--- src/rtl/mips_cpu_muldiv_ctrl.sv ---
// Multi-cycle multiply/divide sequencer that owns the HI/LO register pair.
// It runs radix-2 iterative MULT/MULTU (shift-add) and DIV/DIVU (restoring
// shift-subtract) on operand magnitudes, then applies the sign fix in a final
// cycle. It also stalls the core when HI/LO is touched while busy.
//
// state | meaning
// ------+-------------------------------------------------------------
// IDLE  | waiting; accepts start, MTHI and MTLO (start has priority)
// RUN   | one iteration step per cycle, ITER cycles in total
// FIX   | sign correction and HI/LO write; busy drops on this edge
module mips_cpu_muldiv_ctrl #(
    parameter int ITER = 32
) (
    input  logic        clk,
    input  logic        reset,
    input  logic        start,
    input  logic [1:0]  op,
    input  logic [31:0] op_a,
    input  logic [31:0] op_b,
    input  logic        mthi,
    input  logic        mtlo,
    input  logic [31:0] mt_data,
    input  logic        hilo_read,
    output logic [31:0] hi,
    output logic [31:0] lo,
    output logic        busy,
    output logic        stall
);

    localparam int CW = $clog2(ITER);

    typedef enum logic [1:0] {S_IDLE, S_RUN, S_FIX} state_t;

    state_t      r_state;
    logic [CW-1:0] r_cnt;
    logic        r_is_div;
    logic        r_neg_a;
    logic        r_neg_b;
    logic [31:0] r_a_raw;
    logic [31:0] r_b;
    // Multiply: upper/lower product halves. Divide: remainder/quotient.
    logic [31:0] r_hi_acc;
    logic [31:0] r_lo_acc;

    logic        w_signed;
    logic        w_a_neg;
    logic        w_b_neg;
    logic [31:0] w_a_mag;
    logic [31:0] w_b_mag;
    logic [32:0] w_mul_sum;
    logic [32:0] w_div_sh;
    logic        w_div_ge;
    logic [31:0] w_div_sub;
    logic [63:0] w_prod;
    logic [63:0] w_prod_fix;
    logic [31:0] w_quo_fix;
    logic [31:0] w_rem_fix;

    // Operand magnitudes; signs only count for MULT and DIV (op[0] == 0).
    assign w_signed = ~op[0];
    assign w_a_neg  = w_signed & op_a[31];
    assign w_b_neg  = w_signed & op_b[31];
    assign w_a_mag  = w_a_neg ? (32'd0 - op_a) : op_a;
    assign w_b_mag  = w_b_neg ? (32'd0 - op_b) : op_b;

    // Shift-add step: carry out of the add is shifted into the upper half.
    assign w_mul_sum = {1'b0, r_hi_acc} + (r_lo_acc[0] ? {1'b0, r_b} : 33'd0);

    // Restoring divide step. The shifted partial remainder needs 33 bits;
    // after a successful subtract the result always fits back in 32.
    assign w_div_sh  = {r_hi_acc, r_lo_acc[31]};
    assign w_div_ge  = (w_div_sh >= {1'b0, r_b});
    assign w_div_sub = w_div_sh[31:0] - r_b;

    assign w_prod     = {r_hi_acc, r_lo_acc};
    assign w_prod_fix = (r_neg_a ^ r_neg_b) ? (64'd0 - w_prod) : w_prod;
    assign w_quo_fix  = (r_neg_a ^ r_neg_b) ? (32'd0 - r_lo_acc) : r_lo_acc;
    assign w_rem_fix  = r_neg_a ? (32'd0 - r_hi_acc) : r_hi_acc;

    // Core must hold the instruction whenever it touches HI/LO mid-operation.
    assign stall = busy & (start | mthi | mtlo | hilo_read);

    // Sequencer: accept, iterate, correct signs and commit HI/LO.
    always_ff @(posedge clk) begin
        if (reset) begin
            r_state  <= S_IDLE;
            r_cnt    <= '0;
            r_is_div <= 1'b0;
            r_neg_a  <= 1'b0;
            r_neg_b  <= 1'b0;
            r_a_raw  <= '0;
            r_b      <= '0;
            r_hi_acc <= '0;
            r_lo_acc <= '0;
            hi       <= '0;
            lo       <= '0;
            busy     <= 1'b0;
        end else begin
            case (r_state)
                S_IDLE: begin
                    if (start) begin
                        r_is_div <= op[1];
                        r_neg_a  <= w_a_neg;
                        r_neg_b  <= w_b_neg;
                        r_a_raw  <= op_a;
                        r_b      <= w_b_mag;
                        r_hi_acc <= '0;
                        r_lo_acc <= w_a_mag;
                        r_cnt    <= '0;
                        busy     <= 1'b1;
                        r_state  <= S_RUN;
                    end else begin
                        if (mthi) hi <= mt_data;
                        if (mtlo) lo <= mt_data;
                    end
                end
                S_RUN: begin
                    if (r_is_div) begin
                        r_hi_acc <= w_div_ge ? w_div_sub : w_div_sh[31:0];
                        r_lo_acc <= {r_lo_acc[30:0], w_div_ge};
                    end else begin
                        r_hi_acc <= w_mul_sum[32:1];
                        r_lo_acc <= {w_mul_sum[0], r_lo_acc[31:1]};
                    end
                    if (r_cnt == CW'(ITER - 1)) begin
                        r_state <= S_FIX;
                    end else begin
                        r_cnt <= r_cnt + 1'b1;
                    end
                end
                S_FIX: begin
                    if (!r_is_div) begin
                        hi <= w_prod_fix[63:32];
                        lo <= w_prod_fix[31:0];
                    end else if (r_b == 32'd0) begin
                        // Divide by zero: all-ones quotient, raw dividend as remainder.
                        hi <= r_a_raw;
                        lo <= 32'hFFFF_FFFF;
                    end else begin
                        hi <= w_rem_fix;
                        lo <= w_quo_fix;
                    end
                    busy    <= 1'b0;
                    r_state <= S_IDLE;
                end
                default: begin
                    busy    <= 1'b0;
                    r_state <= S_IDLE;
                end
            endcase
        end
    end

endmodule

--- config.mk ---
export PLATFORM = sky130hd
export DESIGN_NAME = mips_cpu_muldiv_ctrl
export DESIGN_NICKNAME = d
export VERILOG_FILES = /design/src/rtl/mips_cpu_muldiv_ctrl.sv
export SDC_FILE = /design/constraint.sdc
export NUM_CORES = 1
export LEC_CHECK = 0
export ABC_AREA = 1
export CAP_MARGIN = 30
export CORE_AREA = 4 4 213 267
export DETAILED_ROUTE_END_ITERATION = 10
export DIE_AREA = 0 0 217 271
export GPL_TIMING_DRIVEN = 0
export MAX_ROUTING_LAYER = met4
export PLACE_DENSITY = 0.62
export SYNTH_ARGS = -nofsm -noshare
export SYNTH_HDL_FRONTEND = slang
export SYNTH_SLANG_ARGS = --single-unit
--- constraint.sdc ---
create_clock -name clk -period 2.4 [get_ports clk]
set_input_delay 0.48 -clock clk [delete_from_list [all_inputs] [get_ports clk]]
set_output_delay 0.48 -clock clk [all_outputs]
set_load 0.05 [all_outputs]
# After elaboration in Yosys (flattened, before gate mapping)
# Index checks and enable logic that the tools add are counted.
# W data, S select, Z words.
[word_totals]
reg_bits = 203
input_bits = 104
output_inout_bits = 66
word_cells = 81
[classes]
add_sub_neg = 8
order_cmp = 1
n_eq_ne = 9
n_mux = 31
bitwise_logic = 9
reduce_logical = 11
[op_table]
columns = ["operator", "count"]
rows = [
  ["$mux W32", 18],
  ["$pmux W32 S2", 4],
  ["$sub A1 B32 Y32 const A", 4],
  ["$mux W64", 1],
  ["$sub A1 B64 Y64 const A", 1],
  ["$add A32 B32 Y33", 1],
  ["$ge A33 B32 Y1", 1],
  ["$logic_not A32 Y1", 1],
  ["$sub A32 B32 Y32", 1],
  ["$ne A2 B2 Y1 const B", 6],
  ["$mux W5", 2],
  ["$pmux W5 S2", 1],
  ["$reduce_and A3 Y1", 3],
  ["$reduce_and A2 Y1", 4],
  ["$add A5 B1 Y5 const B", 1],
  ["$eq A5 B5 Y1 const B", 1],
  ["$mux W2", 2],
  ["$pmux W2 S2", 1],
  ["$reduce_bool A2 Y1", 2],
  ["$and A1 B1 Y1", 3],
  ["$or A1 B1 Y1", 3],
  ["$eq A2 B1 Y1 const B", 1],
  ["$eq A2 B2 Y1 const B", 1],
  ["$logic_not A2 Y1", 1],
  ["4 further kinds", 5],
]

# Logic depth before layout (Yosys ltp)
[logic_depth]
depth_word = 5
depth_mapped = 20
depth_no_buf = 18

# Worst setup path before layout
# No wires, ideal clock.
[synth_path]
path_kind = "reg2reg"
startpoint = "reg r_lo_acc[0]"
endpoint = "reg r_hi_acc[27]"
t_arrival_ns = 2.410
path_slack_ns = -0.142
path_stages_with_launch = 20
path_buffers = 2
synth_period_minus_slack_ns = 2.542
cell_sequence = "dfxtp_1 > buf_6 > clkbuf_1 > nand2_1 > inv_1 > ha_1 > inv_1 > fa_1 > o21ai_1 > nand2_1 > nand2_1 > nand2_1 > nand2_1 > nand3_1 > nand3_1 > nand2_1 > nor2_1 > nor2_1 > nand2_1 > a21oi_1"
[synth_between]
elab_chain_cells = 4
[synth_rtl]
columns = ["element", "line", "text"]
rows = [
  ["from (decl)", "43", "logic [31:0] r_lo_acc;"],
  ["from (signal assigned)", "108", "r_lo_acc <= w_a_mag;"],
  ["from (signal assigned)", "120", "r_lo_acc <= {r_lo_acc[30:0], w_div_ge};"],
  ["from (signal assigned)", "123", "r_lo_acc <= {w_mul_sum[0], r_lo_acc[31:1]};"],
  ["$mux W32", "67", "assign w_mul_sum = {1'b0, r_hi_acc} + (r_lo_acc[0] ? {1'b0, r_b} : 33'd0);"],
  ["$add A32 B32 Y33", "67", ""],
  ["$mux W32", "118", "if (r_is_div) begin"],
  ["$pmux W32 S2", "99", "case (r_state)"],
  ["to (signal assigned)", "119", "r_hi_acc <= w_div_ge ? w_div_sub : w_div_sh[31:0];"],
  ["to (signal assigned)", "122", "r_hi_acc <= w_mul_sum[32:1];"],
  ["to (decl)", "42", "logic [31:0] r_hi_acc;"],
]
# No other way between the ends.
# A chain may end at the register's enable or synchronous reset.

# Worst setup path after layout
[layout_path]
startpoint = "reg r_lo_acc[0]"
endpoint = "reg r_hi_acc[5]"
# The elaborated chain is that of the path after synthesis.

==> impl_metrics.toml <==
[status]
status = "complete, but fails checks"
violations = "setup timing"

[min_path]
min_from = "op_a[1]"
min_path_type = "in -> reg"

[yosys]
yosysWarnings = 0
synth_cell_types = 56
synthCells = 3329
ys.flop_type = "dfxtp_1"
ys_seq_area_share_pct = 21.55
synth_edf_count = 0
synth-seq-cells = 203
synthArstFlopShare_pct = 0
syn_area_sq_mm = 0.01885
synth_area_per_cell_sq_um = 5.664
syn-num-nets = 3505

[timing]
rsz0062_at_grt = "yes"
final.setup.tns_ns = -3.087
finalWorstSetupSlack_ns = -0.2103
timing.final.crit_share_pct = 108.8
slew_headroom_pct = 30.87
skew_ns = 0.02684
min_period_ns = 2.610
setup_viol = 35
hold_viol_final = 0
hold_slack_ns = 0.3523
worstMarginPinSlew_ns = 1.037
slew_viol_final = 0
max_freq_ghz = 0.3831

[setup_path]
crit_chain = "clkbuf_16 -> nand2_4 -> inv_2 -> ha_4 -> inv_4 -> fa_2 -> o21ai_4 -> nand2_2 -> nand2_4 -> buf_4 -> buf_4 -> xor2_2 -> nor2_1 -> nor2_1 -> o211ai_2 -> a21oi_1"
reg2reg_depth = 16
r2r_setup_slack_ns = -0.21
crit_path_start_kind = "register"
crit_required_ns = 2.86
worstSetupPathType = "reg -> reg"
cp_slowest_cell = "dfxtp_4"
endpoint = "r_hi_acc[5]"
r2r_start = "r_lo_acc[0]"
critPathMaxStageDelay_ns = 0.44
cp-startpoint = "r_lo_acc[0]"
worstPathMaxFanout = 5
r2r_end = "r_hi_acc[5]"
end_kind = "register"
crit_arrival_ns = 3.07

[global_routing]
grt_start_max_net_pins = 13
gr-total-overflow = 0
grtUsageTotal_pct = 32.56
antenna_found_initial = 1
grt_pass1_vias = 22450
grt_pass1_wl_um = 141200

[cells_and_area]
drive_gt1_share_pct = 19.66
fillers = 5943
syn_to_final_growth_pct = 34.69
final_cell_mix = "nand2_1, inv_1, nor2_1"
final_util_pct = 46.57
final_nets = 3787
layout_commonest_cell = "nand2_1"

[routing]
ant_nets = 0
drt_iter0_markers = 2041
viasPerCell = 5.443
first_pass_iters = 6
drt-total-wl_um = 98650
drcViolationCount = 0
routedWlPerCell_um = 22.62
via_count = 23740

[cts]
cts_hold_buf = 0
h-tree-depth = 1
numCtsBuffers = 24
clock_path_buffers = 3
clkTransAtPathRegs_ns = 0.06
cts_sinks = 203
clk_latency_ns = 0.56
cts-root-buf = "clkbuf_16"
cts_tree = "built"

[place]
globalplace.congestion = 1.102
detailed_place_hpwl_um = 79840
io_buffers = 168

[die]
start_util_pct = 34.57
io_pins = 170
coreArea_sq_mm = 0.05453
die_x_um = 217
dieArea_sq_mm = 0.05881
rows = 96
die_y_um = 271

[power_and_ir_drop]
power.total_mw = 12.75
p_seq_share_pct = 30.3
power_density_mw_per_mm2 = 502.0
netSwitchingPower_mw = 5.313
sw_frac_of_total_pct = 41.68
ir_drop_mv = 0.4273
p_int_mw = 7.435
p_clk_share_pct = 28.6
combPwrFrac_pct = 41.1
p_leak_nw = 11.11

[flow_run]
drv_cap = 0
[critical path: cells and delay by family, from the launching register on]
family          cells  cell delay [ns]
buf+inv             5             0.51
fa+ha+maj           2             0.50
compound gates      3             0.47
simple gates        5             0.45
flops               1             0.44
xor+xnor            1             0.14
[how the worst min path moves through the flow]
stage | end | slack, ns | cells past startpoint
floorplan | r_a_raw[14] | 0.42 | 2
global placement | r_a_raw[29] | 0.45 | 2
detailed placement | r_cnt[4] | 0.47 | 2
CTS | r_cnt[4] | 0.47 | 2
global route | r_a_raw[1] | 0.37 | 3
finish | r_a_raw[1] | 0.35 | 3
[power groups by stage]
stage | logic (mW) | registers (mW) | clock network, mW
4_1_cts | 4.76 | 3.86 | 3.69
5_1_grt | 5.59 | 3.88 | 3.80
3_3_place_gp | 4.25 | 3.92 | 0
2_1_floorplan | 2.51 | 4.00 | 0
3_5_place_dp | 4.25 | 3.92 | 0
6_report | 5.24 | 3.87 | 3.64
[metrics by stage]
step                      setup slack (ns)  area, sq um  instances
final                              -0.2103        25400       4362
after CTS                          -0.1594        23940       4323
after floorplan                    0.01719        18860       3329
after global placement             -0.7707        21460       4232
after detailed placement           -0.8032        21460       4232
after global routing               -0.2857        25400       4362
[cells in the mapped netlist (all sizes together), types with 13 or more instances]
| cell | number | area, sq um |
|---|---|---|
| a21oi | 237 | 1194 |
| a31oi | 54 | 337.8 |
| buf | 32 | 188.9 |
| clkbuf | 92 | 347.8 |
| dfxtp | 203 | 4064 |
| ha | 70 | 875.8 |
| inv | 471 | 1768 |
| nand2 | 1004 | 3806 |
| nand3 | 230 | 1179 |
| nand3b | 13 | 97.59 |
| nand4 | 44 | 302.8 |
| nor2 | 358 | 1489 |
| nor3 | 44 | 267.8 |
| o211ai | 14 | 150.2 |
| o21ai | 307 | 1548 |
| o22ai | 31 | 193.9 |
| xor2 | 59 | 516.8 |
[cell families after synthesis]
family | Yosys count | share of synthesized area (%)
XOR/XNOR | 71 | 3.298
flip-flops | 203 | 21.55
buffers and inverters | 597 | 12.26
AO/OA/AOI/OAI | 665 | 19.15
AND/OR/NAND/NOR | 1721 | 38.88
adder cells (fa/ha/maj) | 72 | 4.858
[sequential cells by signal, summed over array words and instances, names as in the netlist]
| name | count |
|---|---|
| lo | 32 |
| r_a_raw | 32 |
| r_state | 2 |
| r_hi_acc | 32 |
| r_neg_b | 1 |
| r_cnt | 5 |
| r_b | 32 |
| busy | 1 |
| r_neg_a | 1 |
| r_lo_acc | 32 |
| r_is_div | 1 |
| hi | 32 |
[per-layer routing]
layer | share of wire [%] | up-vias | GRT usage [%]
met1 | 36 | 11000 | 34.81
met5 | 0 | - | -
met2 | 47 | 1013 | 54.37
met3 | 5.7 | 373 | 3.673
met4 | 11 | 0 | 26.03
li1 | - | 11360 | -
[timing repair]
item                       CTS  global route
pin swaps                   52            91
resized for setup          332           354
setup endpoints to repair  102           124
gates cloned                 4             1
buffers inserted            47            38
[area by class of cell]
cell class,count,area (sq um),share of cell area [%]
Multi-Input combinational cell,2529,14620,57.57
Sequential cell,203,4225,16.64
Timing Repair Buffer,256,2442,9.617
Inverter,473,1822,7.173
Tap cell,735,919.6,3.621
Clock buffer,29,629.4,2.478
Buffer,123,594.3,2.340
Clock inverter,12,131.4,0.5173
Timing Repair inverter,1,7.507,0.02956
Antenna cell,1,2.502,0.009854
No activity file was read; power rests on OpenSTA's default activity.
